<file path="config.mk">
export PLATFORM = sky130hd
export DESIGN_NAME = edge_select
export DESIGN_NICKNAME = d
export VERILOG_FILES = /design/src/rtl/edge_select_pkg.sv /design/src/rtl/edge_select_debounce.sv /design/src/rtl/edge_select.sv
export SDC_FILE = /design/constraint.sdc
export NUM_CORES = 1
export LEC_CHECK = 0
export BUFFER_PORTS_ARGS = -buffer_cell sky130_fd_sc_hd__buf_2
export CELL_PAD_IN_SITES_DETAIL_PLACEMENT = 1
export CELL_PAD_IN_SITES_GLOBAL_PLACEMENT = 1
export CORE_MARGIN = 5
export CORE_UTILIZATION = 43
export DETAILED_ROUTE_END_ITERATION = 7
export PLACE_DENSITY = 0.78
export SLEW_MARGIN = 30
export SYNTH_ARGS = -nofsm -noshare
export SYNTH_HDL_FRONTEND = slang
export SYNTH_HIERARCHICAL = 1
export SYNTH_SLANG_ARGS = --single-unit
</file>
<file path="constraint.sdc">
create_clock -name clk_i -period 1.8 [get_ports clk_i]
set_input_delay 0 -clock clk_i [delete_from_list [all_inputs] [get_ports clk_i]]
set_output_delay 0 -clock clk_i [all_outputs]
set_load 0.02 [all_outputs]
</file>
<file path="src/rtl/edge_select_pkg.sv">
// Shared types and constants for the edge_select output stage.
package edge_select_pkg;

    typedef enum logic [1:0] {
        MAG = 2'd0,
        GX  = 2'd1,
        GY  = 2'd2,
        GXY = 2'd3
    } mode_t;

    localparam int unsigned DEF_WIDTH           = 5;
    localparam int unsigned DEF_FRAME_W         = 318;
    localparam int unsigned DEF_FRAME_H         = 238;
    localparam int unsigned DEF_CONV_THRESH     = 2;
    localparam int unsigned DEF_MAG_THRESH      = 4;
    localparam int unsigned DEF_DEBOUNCE_CYCLES = 250000;

    // One extra bit so the absolute value of the most negative gradient fits.
    function automatic int unsigned abs_width(input int unsigned width);
        return width + 1;
    endfunction

    // One-hot button patterns select a gradient mode; anything else is MAG.
    function automatic mode_t decode_mode(input logic [2:0] btn);
        case (btn)
            3'b001:  return GX;
            3'b010:  return GY;
            3'b100:  return GXY;
            default: return MAG;
        endcase
    endfunction

endpackage

</file>
<file path="src/rtl/edge_select_debounce.sv">
// Per-bit 2-FF synchronizer followed by a stable-sample counter; the level
// output follows the input only after Cycles consecutive differing samples.
module edge_select_debounce #(
    parameter int unsigned Bits   = 3,
    parameter int unsigned Cycles = 250000
) (
    input  logic            clk_i,
    input  logic            rst_i,
    input  logic [Bits-1:0] raw_i,
    output logic [Bits-1:0] level_o
);

    localparam int unsigned CntW = $clog2(Cycles + 1);

    logic [Bits-1:0] sync1;
    logic [Bits-1:0] sync2;
    logic [CntW-1:0] cnt [Bits];

    always_ff @(posedge clk_i) begin
        if (rst_i) begin
            sync1   <= '0;
            sync2   <= '0;
            level_o <= '0;
            for (int unsigned i = 0; i < Bits; i++) begin
                cnt[i] <= '0;
            end
        end else begin
            sync1 <= raw_i;
            sync2 <= sync1;
            for (int unsigned i = 0; i < Bits; i++) begin
                if (sync2[i] == level_o[i]) begin
                    cnt[i] <= '0;
                end else if (cnt[i] == CntW'(Cycles - 1)) begin
                    level_o[i] <= sync2[i];
                    cnt[i]     <= '0;
                end else begin
                    cnt[i] <= cnt[i] + 1'b1;
                end
            end
        end
    end

endmodule

</file>
<file path="src/rtl/edge_select.sv">
// Thresholds gradient/magnitude beats into one edge bit for the framer.
// Optional EDGE_SELECT_BORDER_EN forces frame-border pixels to 0.
module edge_select
    import edge_select_pkg::*;
#(
    parameter int unsigned Width          = DEF_WIDTH,
    parameter int unsigned MagWidth       = DEF_WIDTH + 1,
    parameter int unsigned FrameW         = DEF_FRAME_W,
    parameter int unsigned FrameH         = DEF_FRAME_H,
    parameter int unsigned ConvThresh     = DEF_CONV_THRESH,
    parameter int unsigned MagThresh      = DEF_MAG_THRESH,
    parameter int unsigned DebounceCycles = DEF_DEBOUNCE_CYCLES
) (
    input  logic                       clk_i,
    input  logic                       rst_i,
    input  logic [3:1]                 button_i,
    input  logic                       valid_i,
    output logic                       ready_o,
    input  logic signed [Width-1:0]    gx_i,
    input  logic signed [Width-1:0]    gy_i,
    input  logic [MagWidth-1:0]        mag_i,
    output logic                       valid_o,
    input  logic                       ready_i,
    output logic                       data_o,
    output logic [1:0]                 mode_o
);

    localparam int unsigned AbsW = abs_width(Width);
    localparam int unsigned XW   = $clog2(FrameW);
    localparam int unsigned YW   = $clog2(FrameH);

    logic [2:0]             btn_level;
    mode_t                  pending_mode;
    mode_t                  mode_q;
    mode_t                  eval_mode;
    logic [XW-1:0]          x_q;
    logic [YW-1:0]          y_q;
    logic                   accept;
    logic                   frame_start;
    logic                   x_last;
    logic                   y_last;
    logic signed [AbsW-1:0] gx_ext;
    logic signed [AbsW-1:0] gy_ext;
    logic [AbsW-1:0]        gx_abs;
    logic [AbsW-1:0]        gy_abs;
    logic                   gx_hit;
    logic                   gy_hit;
    logic                   mag_hit;
    logic                   raw_edge;
    logic                   edge_bit;

    edge_select_debounce #(
        .Bits   (3),
        .Cycles (DebounceCycles)
    ) debounce_inst (
        .clk_i   (clk_i),
        .rst_i   (rst_i),
        .raw_i   (button_i),
        .level_o (btn_level)
    );

    assign pending_mode = decode_mode(btn_level);

    assign ready_o     = !valid_o || ready_i;
    assign accept      = valid_i && ready_o;
    assign frame_start = (x_q == '0) && (y_q == '0);
    assign x_last      = (x_q == XW'(FrameW - 1));
    assign y_last      = (y_q == YW'(FrameH - 1));

    // The first pixel of a frame is evaluated with the mode it installs.
    assign eval_mode = frame_start ? pending_mode : mode_q;

    assign gx_ext  = AbsW'(gx_i);
    assign gy_ext  = AbsW'(gy_i);
    assign gx_abs  = gx_ext[AbsW-1] ? -gx_ext : gx_ext;
    assign gy_abs  = gy_ext[AbsW-1] ? -gy_ext : gy_ext;
    assign gx_hit  = gx_abs >= AbsW'(ConvThresh);
    assign gy_hit  = gy_abs >= AbsW'(ConvThresh);
    assign mag_hit = mag_i >= MagWidth'(MagThresh);

    always_comb begin
        raw_edge = 1'b0;
        case (eval_mode)
            GX:      raw_edge = gx_hit;
            GY:      raw_edge = gy_hit;
            GXY:     raw_edge = gx_hit || gy_hit;
            default: raw_edge = mag_hit;
        endcase
    end

`ifdef EDGE_SELECT_BORDER_EN
    logic on_border;
    assign on_border = (x_q == '0) || x_last || (y_q == '0) || y_last;
    assign edge_bit  = raw_edge && !on_border;
`else
    assign edge_bit  = raw_edge;
`endif

    // Pixel position of the next accepted beat.
    always_ff @(posedge clk_i) begin
        if (rst_i) begin
            x_q <= '0;
            y_q <= '0;
        end else if (accept) begin
            if (x_last) begin
                x_q <= '0;
                y_q <= y_last ? '0 : y_q + 1'b1;
            end else begin
                x_q <= x_q + 1'b1;
            end
        end
    end

    always_ff @(posedge clk_i) begin
        if (rst_i) begin
            mode_q <= MAG;
        end else if (accept && frame_start) begin
            mode_q <= pending_mode;
        end
    end

    assign mode_o = mode_q;

    always_ff @(posedge clk_i) begin
        if (rst_i) begin
            valid_o <= 1'b0;
            data_o  <= 1'b0;
        end else if (accept) begin
            valid_o <= 1'b1;
            data_o  <= edge_bit;
        end else if (ready_i) begin
            valid_o <= 1'b0;
        end
    end

endmodule

</file>
# Word-level counts from Yosys, hierarchy flattened
# Memory sizes are Yosys's and may differ from the RTL's.
# Index checks and enable logic that the tools add are counted.
[totals]
register_bits = 30
ram_bits = 54
output_inout_bits = 5
mem_count = 1
[classes]
addsub = 7
magnitude_cmp = 3
n_eq_ne = 14
mux = 53
bitwise_logic = 12
reduce_logical = 13
[memory_table]
columns = ["name", "words", "width", "rd", "rd_ports_with_merged_regs", "wr", "line", "source"]
rows = [
  ["debounce_inst.cnt", 3, 18, 3, 0, 3, "edge_select_debounce.sv:17", "logic [CntW-1:0] cnt [Bits];"],
]
[op_table]
columns = ["cell", "count"]
rows = [
  ["18-bit two-way mux", 9],
  ["18-bit by 1-bit adder with 18-bit output, second input constant", 3],
  ["18-bit == test, second input constant", 3],
  ["1-bit two-way mux", 37],
  ["6-bit by 2-bit greater-or-equal comparator with 1-bit output, second input constant", 2],
  ["6-bit two-way mux", 2],
  ["5-bit negation with 6-bit output", 2],
  ["9-bit by 1-bit adder with 9-bit output, second input constant", 1],
  ["9-bit == test, second input constant", 1],
  ["9-bit logical NOT", 1],
  ["9-bit two-way mux", 1],
  ["1-bit OR", 9],
  ["8-bit by 1-bit adder with 8-bit output, second input constant", 1],
  ["8-bit == test, second input constant", 1],
  ["8-bit logical NOT", 1],
  ["8-bit two-way mux", 1],
  ["2-bit AND reduction", 4],
  ["6-bit by 3-bit greater-or-equal comparator with 1-bit output, second input constant", 1],
  ["2-bit one-hot mux with 3 select lines", 1],
  ["2-bit == test, second input constant", 2],
  ["1-bit == test", 3],
  ["3-bit by 1-bit == test with 1-bit output, second input constant", 1],
  ["3-bit by 2-bit == test with 1-bit output, second input constant", 1],
  ["3-bit == test, second input constant", 1],
  ["other kinds (8)", 13],
]

# Longest topological paths before layout
# Gate-level depths: netlist of run 1.
[logic_depth]
ltp_word = 7
ltp_mapped = 7
mapped_depth_nobuf = 7

# Hierarchy
# Netlist of run 1, hierarchy kept.
[modules_own_cells]
columns = ["mod", "instances", "cells_each", "area_each_um2", "seq_area_each_um2"]
rows = [
  ["edge_select_debounce", 1, 311, 3296.9, 1801.7],
  ["edge_select", 1, 152, 1275.0, 420.4],
]

# Worst setup path after synthesis of run 1
# OpenSTA, ideal clock, no wires.
[synth_timing]
kind = "reg2reg"
start = "mem debounce_inst/cnt[1][0] (netlist bit)"
end = "mem debounce_inst/cnt[1][7] (netlist bit), data pin"
setup_time_ns = 0.254
arrival_ns = 1.719
path_slack_ns = -0.173
stages_incl_launch_ff = 7
cell_sequence = "edfxtp_1 > ha_1 > nand3_1 > or4_1 > o21ai_2 > buf_4 > nor2_1"
[synth_lines]
columns = ["element", "line"]
rows = [
  ["start, declared", "edge_select_debounce.sv:17"],
]

==> reports/qor.csv, run 1 <==
stage;metric;value;unit
timing;f_max;547.5;MHz
placed_design;Cell Area, Placed;0.005564;mm²
placed_design;placed wire-length estimate;8199;µm
route;DRC viols;0;
floorplanning;Core Region;0.01037;mm²
clock_tree;deepest clock path buffer count;2;
timing;RSZ-0062 raised after global routing;true;
timing;final setup vio count;26;
floorplanning;FP Rows;37;
cells_and_area;Antenna diodes;0;
timing;Slew Limit Fails;0;
route;Iter 0 DRT Violations;147;
yosys;Most used DFF post-synth;edfxtp_1;
global_routing;vias in the first global route;4293;
critical_path;slowest stage delay, CP;0.45;ns
floorplanning;Die Area;0.01279;mm²
critical_path;CP max FO;18;
yosys;Post-synth ARST share;0;%
placed_design;pre-CTS setup slack;-0.02605;ns
yosys;Mean Syn Cell Area;9.874;µm²
timing;Slew HR;66.34;%
yosys;Yosys reg bits;84;
cells_and_area;area grow syn2layout;31.34;%
timing;period utilization;101.5;%
yosys;Syn. warnings;6;
outcome;violated checks;setup timing;
global_routing;first-pass GRT wire length;20210;µm
yosys;synthesized cell area;0.004572;mm²
placed_design;PortBufs;25;
placed_design;placed cells;727;
clock_tree;Clock Root Buffer;clkbuf_8;
global_routing;antenna violations before repair;0;
clock_tree;TritonCTS buffer count;9;
worst_hold_path;Hold WC Path Type;in2reg;
cells_and_area;fillcell total;1209;
floorplanning;number of primary I/O pins;28;
global_routing;Congestion Overflow GR;0;
power_and_ir_drop;peak supply drop;433.3;µV
timing;setup ws final;-0.02636;ns
global_routing;largest net degree at the start of global routing;19;
yosys;sequential area share after synthesis;48.60;%
yosys;Gate Count Post-Synth;463;
critical_path;slowest stage cell on the critical path;edfxtp_1;
route;First-pass DRT Iterations;4;
timing;final hold violation count;0;
cells_and_area;most frequent cells in the layout;81 x nor2_1, 61 x buf_4, 54 x edfxtp_1, 54 x conb_1, 49 x xnor2_1;
route;Vias;3892;
yosys;post-synthesis cell type count;51;
timing;Worst Skew;0.008117;ns
clock_tree;clock slew at reported path FFs;0.09;ns
cells_and_area;nets@finish;646;
clock_tree;Clock H-tree levels;3;
clock_tree;CTS sink count;84;
floorplanning;Chip Height;113.1;µm
critical_path;Crit. End Element;flip-flop;
power_and_ir_drop;PwrDens;706.5;mW/mm²
route;Wirelength per Cell;15.55;µm
floorplanning;initial core utilization;44.09;%
route;final wirelength;11710;µm
timing;Worst Max-Slew Pin Slew;0.5003;ns
critical_path;crit path DAT;1.92;ns
critical_path;worst setup path category;reg2reg;
floorplanning;die span in x;113.1;µm
timing;Period minus WS final;1.826;ns
yosys;Post-synth EDFFs;54;
critical_path;Startpoint Class;flip-flop;
route;final antenna-violating net count;0;
critical_path;crit path cell chain;ha_4, nand3_4, or4_4, o21ai_4, buf_12, a21oi_2;
cells_and_area;layout cells sized above 1;23.50;%
power_and_ir_drop;Final Power;4.242;mW
cells_and_area;final instance area;0.006005;mm²
critical_path;Critical Path RT;1.89;ns
clock_tree;TritonCTS clock tree;built;
global_routing;GRT Overall Usage;19.17;%
route;vias per inst;5.169;
timing;final hold slack;0.03380;ns
outcome;status;finished, violations left;
clock_tree;Clock Latency Late Sink;0.36;ns
placed_design;RD Place Congestion;0.8434;
power_and_ir_drop;P_leak;2.176;nW
cells_and_area;most common cell after layout, fill and taps aside;nor2_1;
flow_run;maxcap violations;0;
cells_and_area;non-filler cells, final;753;
## layer usage
| layer | up-vias | routed length, µm | share of wire (%) | global-route usage (%) |
|---|---|---|---|---|
| li1 | 1913 | - | - | - |
| met5 | - | 0 | 0 | 0 |
| met4 | 0 | 211 | 1.8 | 6.971 |
| met1 | 1915 | 5080 | 43 | 22.66 |
| met3 | 19 | 292 | 2.5 | 3.957 |
| met2 | 45 | 6128 | 52 | 34.28 |
## cells by family (layout without fill, tap and decap cells)
family	Yosys count	in the layout	share of synthesized area, %
multiplexers	1	1	0.2189
flip-flops	84	84	48.60
AO/OA/AOI/OAI	39	39	5.419
buffers and inverters	33	134	3.093
other	1	54	0.08202
XOR/XNOR	62	62	11.88
AND/OR/NAND/NOR	232	232	27.70
adder cells (fa/ha/maj)	11	11	3.010
## cell usage after synthesis (2+ instances only)
| library cell | instances | share of area (%) |
|---|---|---|
| or4_1 | 6 | 0.99 |
| nand4_1 | 20 | 2.7 |
| o21ai_2 | 3 | 0.57 |
| buf_2 | 5 | 0.55 |
| and3_1 | 3 | 0.41 |
| nor3_1 | 16 | 1.8 |
| nand4_2 | 2 | 0.55 |
| or3_1 | 5 | 0.68 |
| nand3b_1 | 2 | 0.33 |
| nor4_2 | 2 | 0.55 |
| inv_1 | 24 | 2.0 |
| dfxtp_1 | 30 | 13 |
| nor2_1 | 83 | 6.8 |
| xnor2_1 | 49 | 9.4 |
| clkbuf_1 | 2 | 0.16 |
| o31ai_1 | 3 | 0.49 |
| xor2_1 | 13 | 2.5 |
| nand2_1 | 20 | 1.6 |
| or3b_1 | 2 | 0.38 |
| nand3_1 | 22 | 2.4 |
| a21oi_1 | 16 | 1.8 |
| nor2b_1 | 6 | 0.82 |
| o21ai_0 | 8 | 0.88 |
| ha_1 | 11 | 3.0 |
| nand2b_1 | 3 | 0.41 |
| o211ai_1 | 2 | 0.33 |
| nor4b_1 | 3 | 0.57 |
| a211oi_1 | 2 | 0.33 |
| nand4_4 | 2 | 0.93 |
| edfxtp_1 | 54 | 35 |
| nor4_1 | 24 | 3.3 |
## final timing paths
check / from / end / slack, ns / cells past startpoint
setup / recovery: debounce_inst/cnt[1][1]$_SDFFCE_PN0P_ / debounce_inst/cnt[1][16]$_SDFFCE_PN0P_ / -0.03 / 6
hold / removal: rst_i / debounce_inst/sync2[2]$_SDFF_PP0_ / 0.03 / 2
setup reg to reg: debounce_inst/cnt[1][1]$_SDFFCE_PN0P_ / debounce_inst/cnt[1][16]$_SDFFCE_PN0P_ / -0.03 / 6
hold reg to reg: debounce_inst/sync1[2]$_SDFF_PP0_ / debounce_inst/sync2[2]$_SDFF_PP0_ / 0.44 / 1
## cell type report
class	instances	area [µm²]	share of cell area, %
Multi-Input combinational cell	399	2572	42.84
Sequential cell	84	2222	37.01
Timing Repair Buffer	94	694.4	11.56
Clock buffer	14	195.2	3.251
Tap cell	136	170.2	2.834
Inverter	24	90.09	1.500
Clock inverter	2	60.06	1.000
## report_power, final
group	switching [mW]	leakage, nW	internal (mW)	total, mW
Sequential	0.0659	0.801	2.11	2.18
Combinational	0.203	1.25	0.178	0.381
Clock	0.691	0.127	0.991	1.68
## flip-flops by register name (all words and copies together) (netlist names)
signal,count
data_o,1
debounce_inst/cnt,54
debounce_inst/level_o,3
debounce_inst/sync1,3
debounce_inst/sync2,3
mode_o,2
valid_o,1
x_q,9
y_q,8
## repair_timing
item,4_1_cts,5_1_grt
buffers inserted,1,5
gates resized for setup,5,16
hold buffers,4,0
hold endpoints to repair,4,0
endpoints found under the setup margin,26,70
pin swaps,1,3
## through the flow
stage / util, % / TNS (ns)
3_3_place_gp: 53.66 / 0
4_1_cts: 56.77 / -0.2294
5_1_grt: 57.90 / -2.535
2_1_floorplan: - / -0.5033
3_5_place_dp: 53.66 / -0.05262
6_report: 57.90 / -0.2146
## worst max-delay path, delay by kind of cell, from the launching register on
kind / cells / cell delay, ns
simple gates: 2 / 0.52
flops: 1 / 0.45
compound gates: 2 / 0.24
fa+ha+maj: 1 / 0.19
buf+inv: 1 / 0.17
No activity file was read; power rests on OpenSTA's default activity.
==> run 2, diff against run 1 <==
- RECOVER_POWER: unset -> 100
==> run 2 against run 1 <==
  * The run still ends with setup timing left
  * Global-route usage is the same
  * Combinational power fell by 3%
  * Clock power hardly changed
  * Final cell count unchanged
  * Clock-buffer cell count unchanged
  * Setup slack barely moved
  * Wire length decreased by 0.12%
  * Largest cell class unchanged
  * Highest routed layer unchanged
==> reports/qor.csv, run 2 (same netlist as run 1, synthesis figures left out) <==
stage;metric;value;unit
outcome;status;finished, violations left;
outcome;violated checks;setup timing;
critical_path;CP max FO;18;
clock_tree;clock slew at reported path FFs;0.09;ns
cells_and_area;non-filler cells, final;753;
timing;f_max;547.6;MHz
worst_hold_path;Hold WC Path Type;in2reg;
route;Vias;3892;
global_routing;antenna violations before repair;0;
critical_path;worst setup path category;reg2reg;
timing;setup ws final;-0.02619;ns
clock_tree;TritonCTS buffer count;9;
route;vias per inst;5.169;
power_and_ir_drop;peak supply drop;433.3;µV
global_routing;first-pass GRT wire length;20210;µm
placed_design;RD Place Congestion;0.8434;
global_routing;largest net degree at the start of global routing;19;
critical_path;Crit. End Element;flip-flop;
global_routing;Congestion Overflow GR;0;
worst_hold_path;Hold Path End;debounce_inst/sync2[2]$_SDFF_PP0_;
timing;final hold violation count;0;
clock_tree;TritonCTS clock tree;built;
route;final antenna-violating net count;0;
route;Wirelength per Cell;15.54;µm
timing;period utilization;101.5;%
global_routing;vias in the first global route;4293;
timing;Worst Skew;0.007340;ns
critical_path;Reg2Reg Launch Point;debounce_inst/cnt[1][1]$_SDFFCE_PN0P_;
clock_tree;Clock H-tree levels;3;
clock_tree;Clock Root Buffer;clkbuf_8;
timing;Period minus WS final;1.826;ns
clock_tree;Clock Latency Late Sink;0.36;ns
floorplanning;number of primary I/O pins;28;
power_and_ir_drop;Net Sw Frac;22.61;%
power_and_ir_drop;P_leak;2.138;nW
cells_and_area;Largest register FFs;54;
power_and_ir_drop;Reg power frac;51.5;%
floorplanning;initial core utilization;44.09;%
placed_design;placed cells;727;
cells_and_area;area grow syn2layout;30.35;%
critical_path;crit path DAT;1.92;ns
critical_path;Startpoint Class;flip-flop;
timing;Slew Limit Fails;0;
cells_and_area;most common cell after layout, fill and taps aside;nor2_1;
floorplanning;Die Area;0.01279;mm²
global_routing;GRT Overall Usage;19.17;%
timing;Slew HR;66.50;%
power_and_ir_drop;switching power;956.0;µW
floorplanning;Chip Height;113.1;µm
cells_and_area;most frequent cells in the layout;82 x nor2_1, 59 x buf_4, 54 x edfxtp_1, 54 x conb_1, 49 x xnor2_1;
power_and_ir_drop;Clock Power Share;39.8;%
flow_run;maxcap violations;0;
critical_path;Critical Path RT;1.89;ns
critical_path;r2r worst-path depth;6;
cells_and_area;nets@finish;646;
floorplanning;Core Region;0.01037;mm²
clock_tree;deepest clock path buffer count;2;
timing;final setup vio count;26;
power_and_ir_drop;Int Power;3.273;mW
power_and_ir_drop;Final Power;4.229;mW
timing;Worst Max-Slew Pin Slew;0.4979;ns
route;First-pass DRT Iterations;4;
cells_and_area;Core Util, Final;57.47;%
placed_design;PortBufs;25;
power_and_ir_drop;part of the power in combinational logic;8.7;%
timing;RSZ-0062 raised after global routing;true;
clock_tree;CTS sink count;84;
route;DRC viols;0;
cells_and_area;Antenna diodes;0;
route;final wirelength;11700;µm
worst_hold_path;Hold Path Depth;2;
timing;final hold slack;0.03421;ns
cells_and_area;Largest Register;debounce_inst/cnt;
route;Iter 0 DRT Violations;136;
floorplanning;die span in x;113.1;µm
critical_path;FF-to-FF setup slack;-0.03;ns
worst_hold_path;hold_sp;rst_i;
cells_and_area;Largest regs;debounce_inst/cnt: 54 flops, x_q: 9 flops, y_q: 8 flops;
floorplanning;FP Rows;37;
power_and_ir_drop;PwrDens;709.7;mW/mm²
placed_design;placed wire-length estimate;8199;µm
cells_and_area;fillcell total;1215;
cells_and_area;layout cells sized above 1;21.72;%
critical_path;Reg-to-Reg End;debounce_inst/cnt[1][16]$_SDFFCE_PN0P_;
[run 2: worst max-delay path by stage]
stage,start,to,slack [ns]
after detailed placement,debounce_inst/cnt[1][1]$_SDFFCE_PN0P_,debounce_inst/cnt[1][15]$_SDFFCE_PN0P_,-0.03
after floorplan,debounce_inst/cnt[0][4]$_SDFFCE_PN0P_,debounce_inst/cnt[0][10]$_SDFFCE_PN0P_,-0.03
final,debounce_inst/cnt[1][1]$_SDFFCE_PN0P_,debounce_inst/cnt[1][16]$_SDFFCE_PN0P_,-0.03
after CTS,debounce_inst/cnt[1][1]$_SDFFCE_PN0P_,debounce_inst/cnt[1][16]$_SDFFCE_PN0P_,-0.03
after global routing,debounce_inst/cnt[1][1]$_SDFFCE_PN0P_,debounce_inst/cnt[1][16]$_SDFFCE_PN0P_,-0.1
after global placement,debounce_inst/cnt[2][8]$_SDFFCE_PN0P_,debounce_inst/cnt[2][5]$_SDFFCE_PN0P_,0.04
[run 2: cell type report]
class | instances | area, µm² | share of cell area, %
Multi-Input combinational cell | 399 | 2549 | 42.77
Sequential cell | 84 | 2222 | 37.29
Timing Repair Buffer | 94 | 673.1 | 11.30
Clock buffer | 14 | 195.2 | 3.275
Tap cell | 136 | 170.2 | 2.855
Inverter | 24 | 90.09 | 1.512
Clock inverter | 2 | 60.06 | 1.008
[run 2: layer usage]
layer / GRT usage [%] / routed length (µm) / vias to the layer above
met5: 0 / 0 / -
met4: 6.971 / 226 / 0
met3: 3.957 / 306 / 20
met2: 34.28 / 6076 / 49
met1: 22.66 / 5088 / 1909
li1: - / - / 1914
[run 2: power by group through the flow]
| stage | clock network (mW) | logic, mW | registers (mW) |
|---|---|---|---|
| final | 1.68 | 0.369 | 2.18 |
| after global routing | 1.83 | 0.412 | 2.19 |
| after CTS | 1.73 | 0.359 | 2.18 |
| after detailed placement | 0 | 0.345 | 2.22 |
| after global placement | 0 | 0.329 | 2.22 |
| after floorplan | 0 | 0.185 | 2.22 |
[run 2: through the flow]
step / setup TNS (ns) / worst slack [ns] / area [µm²]
finish: -0.2024 / -0.02619 / 5959
global route: -3.321 / -0.09985 / 5959
CTS: -0.2294 / -0.02710 / 5887
detailed placement: -0.05262 / -0.02605 / 5564
global placement: 0 / 0.03869 / 5564
floorplan: -0.5033 / -0.03422 / 4856
[run 2: worst max-delay path, stage by stage, from the launching register on]
cell      delay (ns)
edfxtp_1        0.44
ha_4            0.19
nand3_4         0.07
or4_4           0.45
o21ai_4         0.19
buf_12          0.17
a21oi_2         0.05
[run 2: repair_timing]
item / in CTS / in global routing
setup buffers: 1 / 5
gates resized for setup: 5 / 16
endpoints found under the hold margin: 4 / 0
hold buffers: 4 / 0
setup endpoints to repair: 26 / 70
pin swaps: 1 / 3
